[config.mk]
export PLATFORM = sky130hd
export DESIGN_NAME = periodic_event_scheduler
export DESIGN_NICKNAME = d
export VERILOG_FILES = /design/src/rtl/periodic_event_scheduler.sv
export SDC_FILE = /design/constraint.sdc
export NUM_CORES = 1
export LEC_CHECK = 0
export ABC_AREA = 1
export ABC_CLOCK_PERIOD_IN_PS = 2220
export BUFFER_PORTS_ARGS = -buffer_cell sky130_fd_sc_hd__buf_2
export CAP_MARGIN = 20
export CORE_ASPECT_RATIO = 1.75
export CORE_UTILIZATION = 60
export DETAILED_ROUTE_END_ITERATION = 10
export GPL_TIMING_DRIVEN = 0
export HOLD_SLACK_MARGIN = 0.05
export PLACE_DENSITY_LB_ADDON = 0.12
export SLEW_MARGIN = 20
export SYNTH_ARGS = -nofsm -noshare
export SYNTH_HDL_FRONTEND = slang
export SYNTH_SLANG_ARGS = --single-unit
[constraint.sdc]
create_clock -name clk -period 2.22 [get_ports clk]
set_input_delay 0.444 -clock clk [delete_from_list [all_inputs] [get_ports clk]]
set_output_delay 0.444 -clock clk [all_outputs]
set_load 0.01 [all_outputs]
[src/rtl/periodic_event_scheduler.sv]
`default_nettype none
// ============================================================================
// Module      : periodic_event_scheduler
// Description : NUM_CH independent programmable-period tick generators that
//               share one registered valid/ready event output. Round-robin
//               arbitration picks among pending channels; per-channel
//               pending and sticky overrun flags are exported.
// Revision    : 1.0 - initial release
// ============================================================================
module periodic_event_scheduler #(
    parameter  int NUM_CH = 4,
    parameter  int PW     = 8,
    localparam int CW     = $clog2(NUM_CH)
) (
    input  logic              clk,
    input  logic              rst_n,
    input  logic              cfg_we,
    input  logic [CW-1:0]     cfg_ch,
    input  logic [PW-1:0]     cfg_period,
    output logic              evt_valid,
    output logic [CW-1:0]     evt_ch,
    input  logic              evt_ready,
    output logic [NUM_CH-1:0] pending,
    output logic [NUM_CH-1:0] overrun
);

    localparam logic [PW-1:0] c_ONE     = PW'(1);
    localparam logic [PW-1:0] c_ZERO    = {PW{1'b0}};
    localparam logic [CW-1:0] c_LAST_RS = CW'(NUM_CH - 1);

    logic [PW-1:0]     r_period [NUM_CH];
    logic [PW-1:0]     r_count  [NUM_CH];
    logic [NUM_CH-1:0] r_pending;
    logic [NUM_CH-1:0] r_overrun;
    logic              r_evt_valid;
    logic [CW-1:0]     r_evt_ch;
    logic [CW-1:0]     r_last;

    logic [NUM_CH-1:0] w_tick;
    logic [NUM_CH-1:0] w_wr;
    logic [NUM_CH-1:0] w_grant_vec;
    logic              w_free;
    logic              w_found;
    logic              w_grant;
    logic [CW-1:0]     w_winner;

    assign w_free  = !r_evt_valid || evt_ready;
    assign w_grant = w_free && w_found;

    // Per-channel tick, config-write select and grant decode.
    always_comb begin
        w_tick      = '0;
        w_wr        = '0;
        w_grant_vec = '0;
        for (int i = 0; i < NUM_CH; i++) begin
            w_tick[i]      = (r_period[i] != c_ZERO) && (r_count[i] == c_ZERO);
            w_wr[i]        = cfg_we && (cfg_ch == CW'(i));
            w_grant_vec[i] = w_grant && (w_winner == CW'(i));
        end
    end

    // Round-robin search: first pending channel after the last winner.
    always_comb begin
        w_found  = 1'b0;
        w_winner = '0;
        for (int k = 1; k <= NUM_CH; k++) begin
            if (!w_found && r_pending[(int'(r_last) + k) % NUM_CH]) begin
                w_found  = 1'b1;
                w_winner = CW'((int'(r_last) + k) % NUM_CH);
            end
        end
    end

    // Channel state: period, down-counter, pending and sticky overrun.
    // A config write overrides any tick on that channel in the same cycle;
    // a tick coinciding with a grant re-arms pending without overrun.
    always_ff @(posedge clk) begin
        if (!rst_n) begin
            for (int i = 0; i < NUM_CH; i++) begin
                r_period[i] <= c_ZERO;
                r_count[i]  <= c_ZERO;
            end
            r_pending <= '0;
            r_overrun <= '0;
        end else begin
            for (int i = 0; i < NUM_CH; i++) begin
                if (w_wr[i]) begin
                    r_period[i]  <= cfg_period;
                    r_count[i]   <= (cfg_period == c_ZERO) ? c_ZERO : (cfg_period - c_ONE);
                    r_pending[i] <= 1'b0;
                    r_overrun[i] <= 1'b0;
                end else begin
                    if (r_period[i] != c_ZERO) begin
                        r_count[i] <= (r_count[i] == c_ZERO) ? (r_period[i] - c_ONE)
                                                             : (r_count[i] - c_ONE);
                    end
                    if (w_grant_vec[i]) begin
                        r_pending[i] <= w_tick[i];
                    end else if (w_tick[i]) begin
                        r_pending[i] <= 1'b1;
                        if (r_pending[i]) begin
                            r_overrun[i] <= 1'b1;
                        end
                    end
                end
            end
        end
    end

    // Output register: load a winner when free, hold while stalled.
    always_ff @(posedge clk) begin
        if (!rst_n) begin
            r_evt_valid <= 1'b0;
            r_evt_ch    <= '0;
            r_last      <= c_LAST_RS;
        end else if (w_free) begin
            if (w_found) begin
                r_evt_valid <= 1'b1;
                r_evt_ch    <= w_winner;
                r_last      <= w_winner;
            end else begin
                r_evt_valid <= 1'b0;
            end
        end
    end

    assign evt_valid = r_evt_valid;
    assign evt_ch    = r_evt_ch;
    assign pending   = r_pending;
    assign overrun   = r_overrun;

endmodule
`default_nettype wire
==> results.txt, run 1 <==
----------------------------------------------------
[STA]
  Min Clock Period, post-route ... 2.11 ns
  Max_slew headroom ... approximately a quarter
  Fin crit share ... 94.8%
  Worst clock skew ... 0.00717 ns
  Final hold violation count ... 0
  Final slew viol count ... 0
  Final-report setup violation count ... 0
  Tightest Pin Transition ... 1.10 ns
  Post-Route Setup TNS ... 0 ns
  Maximum clock rate ... 475 MHz
  RSZ-0062 raised after global routing ... no
  Slack of the critical path ... around 0.11 ns

[Outcome]
  Run status ... completed

[Yosys]
  Number of different library cells in the post-synthesis netlist ... 39
  Number of synthesized flops with an enable pin ... 64
  Post-synthesis async set-or-reset flop share ... 0%
  Total number of yosys warnings ... 0
  Dominant synthesized flop cell ... sky130_fd_sc_hd__edfxtp_1
  Number of nets produced by synthesis ... between 500 and 600
  Post-synthesis sequential element count ... 77
  Avg Inst Size Synth ... roughly 8.3 sq um
  Number of standard cells after synthesis ... around 540
  Post-synthesis instance area ... 4470 sq um
  Post-synthesis sequential area ratio ... 48.9%

[Placed design]
  Pre-CTS setup slack ... -0.172 ns
  Routability-driven placement congestion ratio ... 0.947
  HPWL after detailed placement ... 8.20 mm
  Number of input and output port buffers inserted ... 23
  Instance area after placement ... around 4700 sq um

[Floorplan]
  Vertical die dimension ... 116 microns
  Core area ... between 7000 and 8000 sq um
  Die extent in x ... 67.2 microns
  Starting utilization of the core area ... 62.2%
  I/O pin count ... 25
  Die area ... 7810 sq um
  Cell Rows ... 41

[Drt]
  Post-route ant nets ... 0
  Via count of the routed design ... around 3900
  DRC Markers ... 0
  First DRT Iteration DRCs ... 401
  Count of TritonRoute iterations in the first routing pass ... 5
  Post-DR vias/cell ... 5.82
  Routed wirelength normalized by instance count ... 16.7 microns
  Wirelength, routed ... approximately 11 mm

[Layout]
  Area delta synth->final ... 11.6%
  Layout cell share with drive strength beyond 1 ... around 14%
  FILL cells ... 631
  Final core utilization ... 69.4%
  Most common cell after layout, fill and taps aside ... sky130_fd_sc_hd__nand2_1
  Final antenna diode count ... 0
  Final non-filler cell area ... between 4000 and 5000 sq um
  Nets ... 590
  Most frequent cells in the layout ... sky130_fd_sc_hd__nand2_1 (104), sky130_fd_sc_hd__nor2_1 (78), sky130_fd_sc_hd__inv_1 (66)

[Setup path]
  CP startpoint kind ... flip-flop
  Data required time at the worst endpoint ... 2.29 ns
  Type of the setup path with the least slack ... reg -> reg
  Crit path capture type ... flip-flop
  CP arrival ... 2.18 ns
  Critical Path Fanout Max ... 8
  Number of cells on the worst reg-to-reg path ... 9

[Clock network]
  TritonCTS clock tree ... built
  Clock latency reported for the late side of the worst-skew pair ... 0.34 ns
  Level count of the clock H-tree ... 3
  Maximum number of buffers from clock root to sink ... 2
  Clock-pin slew of the registers on the worst-case setup and hold paths ... 0.06 ns
  TritonCTS Sinks ... 77
  Post-CTS Hold Fix Bufs ... 0
  Cell at the root of the clock tree ... sky130_fd_sc_hd__clkbuf_16
  Number of buffers added by the clock tree synthesis step ... 9

[Global route]
  Largest net degree at the start of global routing ... 12
  Initial antenna violation count ... 0
  Gr ovfl total ... 0
  First-pass GRT wire length ... 17.4 mm
  Total GRT Usage ... 30.8%
  Vias in the first global route ... 3738

[Pwr]
  Peak supply drop ... 0.905 mV
  Static power due to leakage ... 2.24 nW
  Power density of the placed cells ... 1310 nW/um^2

[Flow run]
  Max-capacitance violation count ... 0

[Worst hold path]
  Hold/Removal Path Class ... in -> reg
  Hold Crit Depth ... 2

----------------------------------------------------
## metrics by stage
| step | power (W) | std cells | hold slack [ns] |
|---|---|---|---|
| 6_report | 0.00653 | 661 | 0.423 |
| 5_1_grt | 0.00697 | 661 | 0.442 |
| 4_1_cts | 0.00647 | 660 | 0.415 |
| 3_5_place_dp | 0.00510 | 644 | 0.450 |
| 3_3_place_gp | 0.00499 | 644 | 0.447 |
| 2_1_floorplan | 0.00447 | 535 | 0.484 |
## repair_timing
item,CTS,global route
setup buffers,0,1
setup endpoints to repair,0,11
gates resized for setup,0,5
## sequential cells by signal (all words and copies together), names as in the netlist
| signal | count |
|---|---|
| overrun | 4 |
| r_count | 32 |
| evt_valid | 1 |
| pending | 4 |
| r_period | 32 |
| evt_ch | 2 |
| r_last | 2 |
## critical path, cell delays in order (launching register included)
cell,delay [ns]
sky130_fd_sc_hd__edfxtp_1,0.39
sky130_fd_sc_hd__nor2_1,0.11
sky130_fd_sc_hd__nand2_1,0.09
sky130_fd_sc_hd__nor2_2,0.30
sky130_fd_sc_hd__a21oi_1,0.18
sky130_fd_sc_hd__ha_1,0.26
sky130_fd_sc_hd__nand2_1,0.09
sky130_fd_sc_hd__nor2_1,0.07
sky130_fd_sc_hd__o21ai_0,0.20
sky130_fd_sc_hd__o21ai_0,0.13
## worst paths after layout
kind,startpoint,end,slack [ns]
max reg2reg,r_count[0][1],r_count[0][4],0.11
max,r_count[0][1],r_count[0][4],0.11
min reg2reg,overrun[0],overrun[0],0.46
min,rst_n,r_last[1],0.42
## cell usage after synthesis, types with 5 or more instances
library cell,instances,share of area [%]
sky130_fd_sc_hd__nor4_1,8,1.1
sky130_fd_sc_hd__xnor2_1,8,1.6
sky130_fd_sc_hd__nor3_1,10,1.1
sky130_fd_sc_hd__nand2_2,7,0.98
sky130_fd_sc_hd__o22ai_1,11,1.5
sky130_fd_sc_hd__dfxtp_1,13,5.8
sky130_fd_sc_hd__nand3_2,9,2.0
sky130_fd_sc_hd__nor2_1,79,6.6
sky130_fd_sc_hd__a21oi_1,40,4.5
sky130_fd_sc_hd__edfxtp_1,64,43
sky130_fd_sc_hd__nand2_1,104,8.7
sky130_fd_sc_hd__inv_1,66,5.5
sky130_fd_sc_hd__nand3_1,28,3.1
sky130_fd_sc_hd__o21ai_0,30,3.4
sky130_fd_sc_hd__ha_1,6,1.7
sky130_fd_sc_hd__nor2_2,5,0.70
## cells by family after synthesis
| family | count (synthesis) | share of synthesized area (%) |
|---|---|---|
| flip-flops | 77 | 48.9 |
| buffers and inverters | 79 | 7.14 |
| AO/OA/AOI/OAI | 98 | 12.5 |
| adder cells (fa/ha/maj) | 6 | 1.68 |
| XOR/XNOR | 12 | 2.35 |
| AND/OR/NAND/NOR | 263 | 27.5 |
## per-layer routing
| metal | wire length [microns] | global-route usage, % | vias up |
|---|---|---|---|
| met5 | 0 | 0 | - |
| met3 | 598 | 6.35 | 42 |
| li1 | - | - | 1874 |
| met1 | 3970 | 32.2 | 1795 |
| met2 | 6000 | 56.3 | 139 |
| met4 | 481 | 15.5 | 0 |
## cell type report
class,instances,area [sq um],area share [%]
repair buffers,24,123,2.46
clock buffers,15,268,5.37
well taps,86,108,2.16
multi-input cells,379,1980,39.7
inverters,71,269,5.40
flip-flops and latches,77,2180,43.8
clock inverters,1,5.00,0.100
plain buffers,8,50.0,1.00
## where the power goes
group          internal, W  leakage, nW  switching [W]
Clock             0.000818        0.134       0.000540
Sequential         0.00197        0.792       0.000219
Combinational      0.00106         1.31        0.00193
Total              0.00384         2.24        0.00269
Power figures use the tool's default switching activity.
==> run 2: changes to the inputs <==
ABC_CLOCK_PERIOD_IN_PS = 2100   (was 2220)
clock period = 2.1 ns   (was 2.22 ns; I/O delays follow)
==> run 2 against run 1 <==
Net effect:
- total power grew 7.5%
- via count grew 1.4%
- first-iteration DRC count grew 1.0%
- critical path type unchanged
- largest cell class unchanged
==> results.txt, run 2 (synthesis gave the netlist of run 1 again) <==
----------------------------------------------------
[Clock network]
  Post-CTS Hold Fix Bufs ... 0
  Clock latency reported for the late side of the worst-skew pair ... 0.34 ns
  Number of buffers added by the clock tree synthesis step ... 9
  TritonCTS clock tree ... built
  Cell at the root of the clock tree ... sky130_fd_sc_hd__clkbuf_16
  Clock-pin slew of the registers on the worst-case setup and hold paths ... 0.06 ns
  TritonCTS Sinks ... a little under 80
  Maximum number of buffers from clock root to sink ... 2
  Level count of the clock H-tree ... 3

[Setup path]
  Crit path capture type ... flip-flop
  Critical Path Fanout Max ... 5
  Type of the setup path with the least slack ... reg -> reg
  Chain of cells forming the critical path ... nor2_1 -> nand3_1 -> nor2_4 -> nand2_1 -> nand2_1 -> inv_1 -> ha_1 -> inv_1 -> nor2_1 -> nand2_1 -> xnor2_1 -> o22ai_1
  CP arrival ... around 2 ns
  Crit path buffers/inverters ... 2
  Slowest cell on the critical path ... sky130_fd_sc_hd__edfxtp_1
  CP startpoint kind ... flip-flop
  Data required time at the worst endpoint ... 2.16 ns
  Worst path most repeated cell ... sky130_fd_sc_hd__nand2_1
  Stage delay of the slowest cell on the critical path ... just under 0.4 ns
  Crit path max-delay family ... simple AND/OR/NAND/NOR gates

[STA]
  Max_slew headroom ... ~30%
  Fin crit share ... 93.9%
  Min Clock Period, post-route ... between 1.5 and 2 ns
  Worst clock skew ... 0.00595 ns
  Final hold violation count ... 0
  Tightest Pin Transition ... 1.03 ns
  Final slew viol count ... 0
  Maximum clock rate ... 507 MHz
  Final-report setup violation count ... 0
  Post-Route Setup TNS ... 0 ns

[Outcome]
  Run status ... completed

[Drt]
  DRC Markers ... 0
  Count of TritonRoute iterations in the first routing pass ... 6
  Post-route ant nets ... 0
  First DRT Iteration DRCs ... 405
  Post-DR vias/cell ... 5.87
  Wirelength, routed ... around 11 mm
  Routed wirelength normalized by instance count ... roughly 17 microns
  Via count of the routed design ... just under 4000

[Placed design]
  Number of cells after detailed placement ... 644
  Number of input and output port buffers inserted ... 23
  Instance area after placement ... 4690 sq um
  Routability-driven placement congestion ratio ... 0.947
  HPWL after detailed placement ... 8.20 mm

[Global route]
  Gr ovfl total ... 0
  Total GRT Usage ... 30.8%
  Initial antenna violation count ... 0
  Vias in the first global route ... 3738
  Largest net degree at the start of global routing ... 12
  First-pass GRT wire length ... 17.4 mm

[Pwr]
  Power density of the placed cells ... 1390 nW/um^2
  Peak supply drop ... 0.962 mV
  Static power due to leakage ... between 2 and 2.5 nW

[Layout]
  FILL cells ... between 600 and 700
  Final antenna diode count ... 0
  Most common cell after layout, fill and taps aside ... sky130_fd_sc_hd__nand2_1
  Fin cells ... 665
  Area delta synth->final ... 13.1%
  Final core utilization ... a little over two thirds
  Biggest regs ... r_count (32), r_period (32)
  Most frequent cells in the layout ... sky130_fd_sc_hd__nand2_1 (104), sky130_fd_sc_hd__nor2_1 (77), sky130_fd_sc_hd__inv_1 (66)
  Layout cell share with drive strength beyond 1 ... between 10% and 20%
  Nets ... 594
  Final non-filler cell area ... approximately 5100 sq um

[Floorplan]
  Die area ... 7810 sq um
  Die extent in x ... 67.2 microns
  Core area ... 7180 sq um
  I/O pin count ... 25
  Starting utilization of the core area ... 62.2%
  Cell Rows ... 41
  Vertical die dimension ... 116 microns

[Flow run]
  Max-capacitance violation count ... 0

[Worst hold path]
  Hold/Removal Path Class ... in -> reg

----------------------------------------------------
[run 2: changes by cell type in the layout (fill, tap and decap cells not counted), sizes merged]
cell | before | now
buf | 29 | 33
[run 2: routing by layer]
layer | track usage [%] | wire, microns | up-vias
met5 | 0 | 0 | -
met1 | 32.2 | 4090 | 1815
met2 | 56.3 | 5970 | 159
met4 | 15.5 | 545 | 0
met3 | 6.35 | 587 | 44
li1 | - | - | 1887
[run 2: per-stage QoR]
step / hold WS (ns) / power, W / setup slack, ns
after CTS: 0.391 / 0.00685 / 0.0175
after global routing: 0.418 / 0.00748 / -0.0322
after floorplan: 0.484 / 0.00473 / 0.248
after global placement: 0.447 / 0.00527 / -0.221
final: 0.400 / 0.00702 / 0.129
after detailed placement: 0.450 / 0.00540 / -0.268
[run 2: final timing paths]
check | from | endpoint | slack (ns) | cells after the start
worst max-delay path | r_count[3][1] | r_count[3][4] | 0.13 | 12
worst min-delay path | rst_n | r_last[1] | 0.40 | 2
worst max register to register | r_count[3][1] | r_count[3][4] | 0.13 | 12
worst min register to register | overrun[0] | overrun[0] | 0.46 | 2
[run 2: where the power goes]
group          switching, W  total, W  internal, W
clock network      0.000570   0.00143     0.000864
logic               0.00208   0.00326      0.00118
registers          0.000239   0.00232      0.00208
[run 2: area by class of cell]
cell class              instances  area (sq um)  share of cell area, %
well taps                      86           108                   2.13
inverters                      71           269                   5.33
clock buffers                  15           268                   5.30
clock inverters                 1          5.00                 0.0991
multi-input cells             379          2020                   39.9
flip-flops and latches         77          2180                   43.2
repair buffers                 28           153                   3.02
plain buffers                   8          50.0                  0.991
[run 2: repair_timing]
| item | in CTS | in global routing |
|---|---|---|
| pin swaps | 0 | 4 |
| setup buffers | 0 | 5 |
| gates resized for setup | 1 | 14 |
| hold endpoints to repair | 0 | 0 |
| setup endpoints to repair | 2 | 16 |
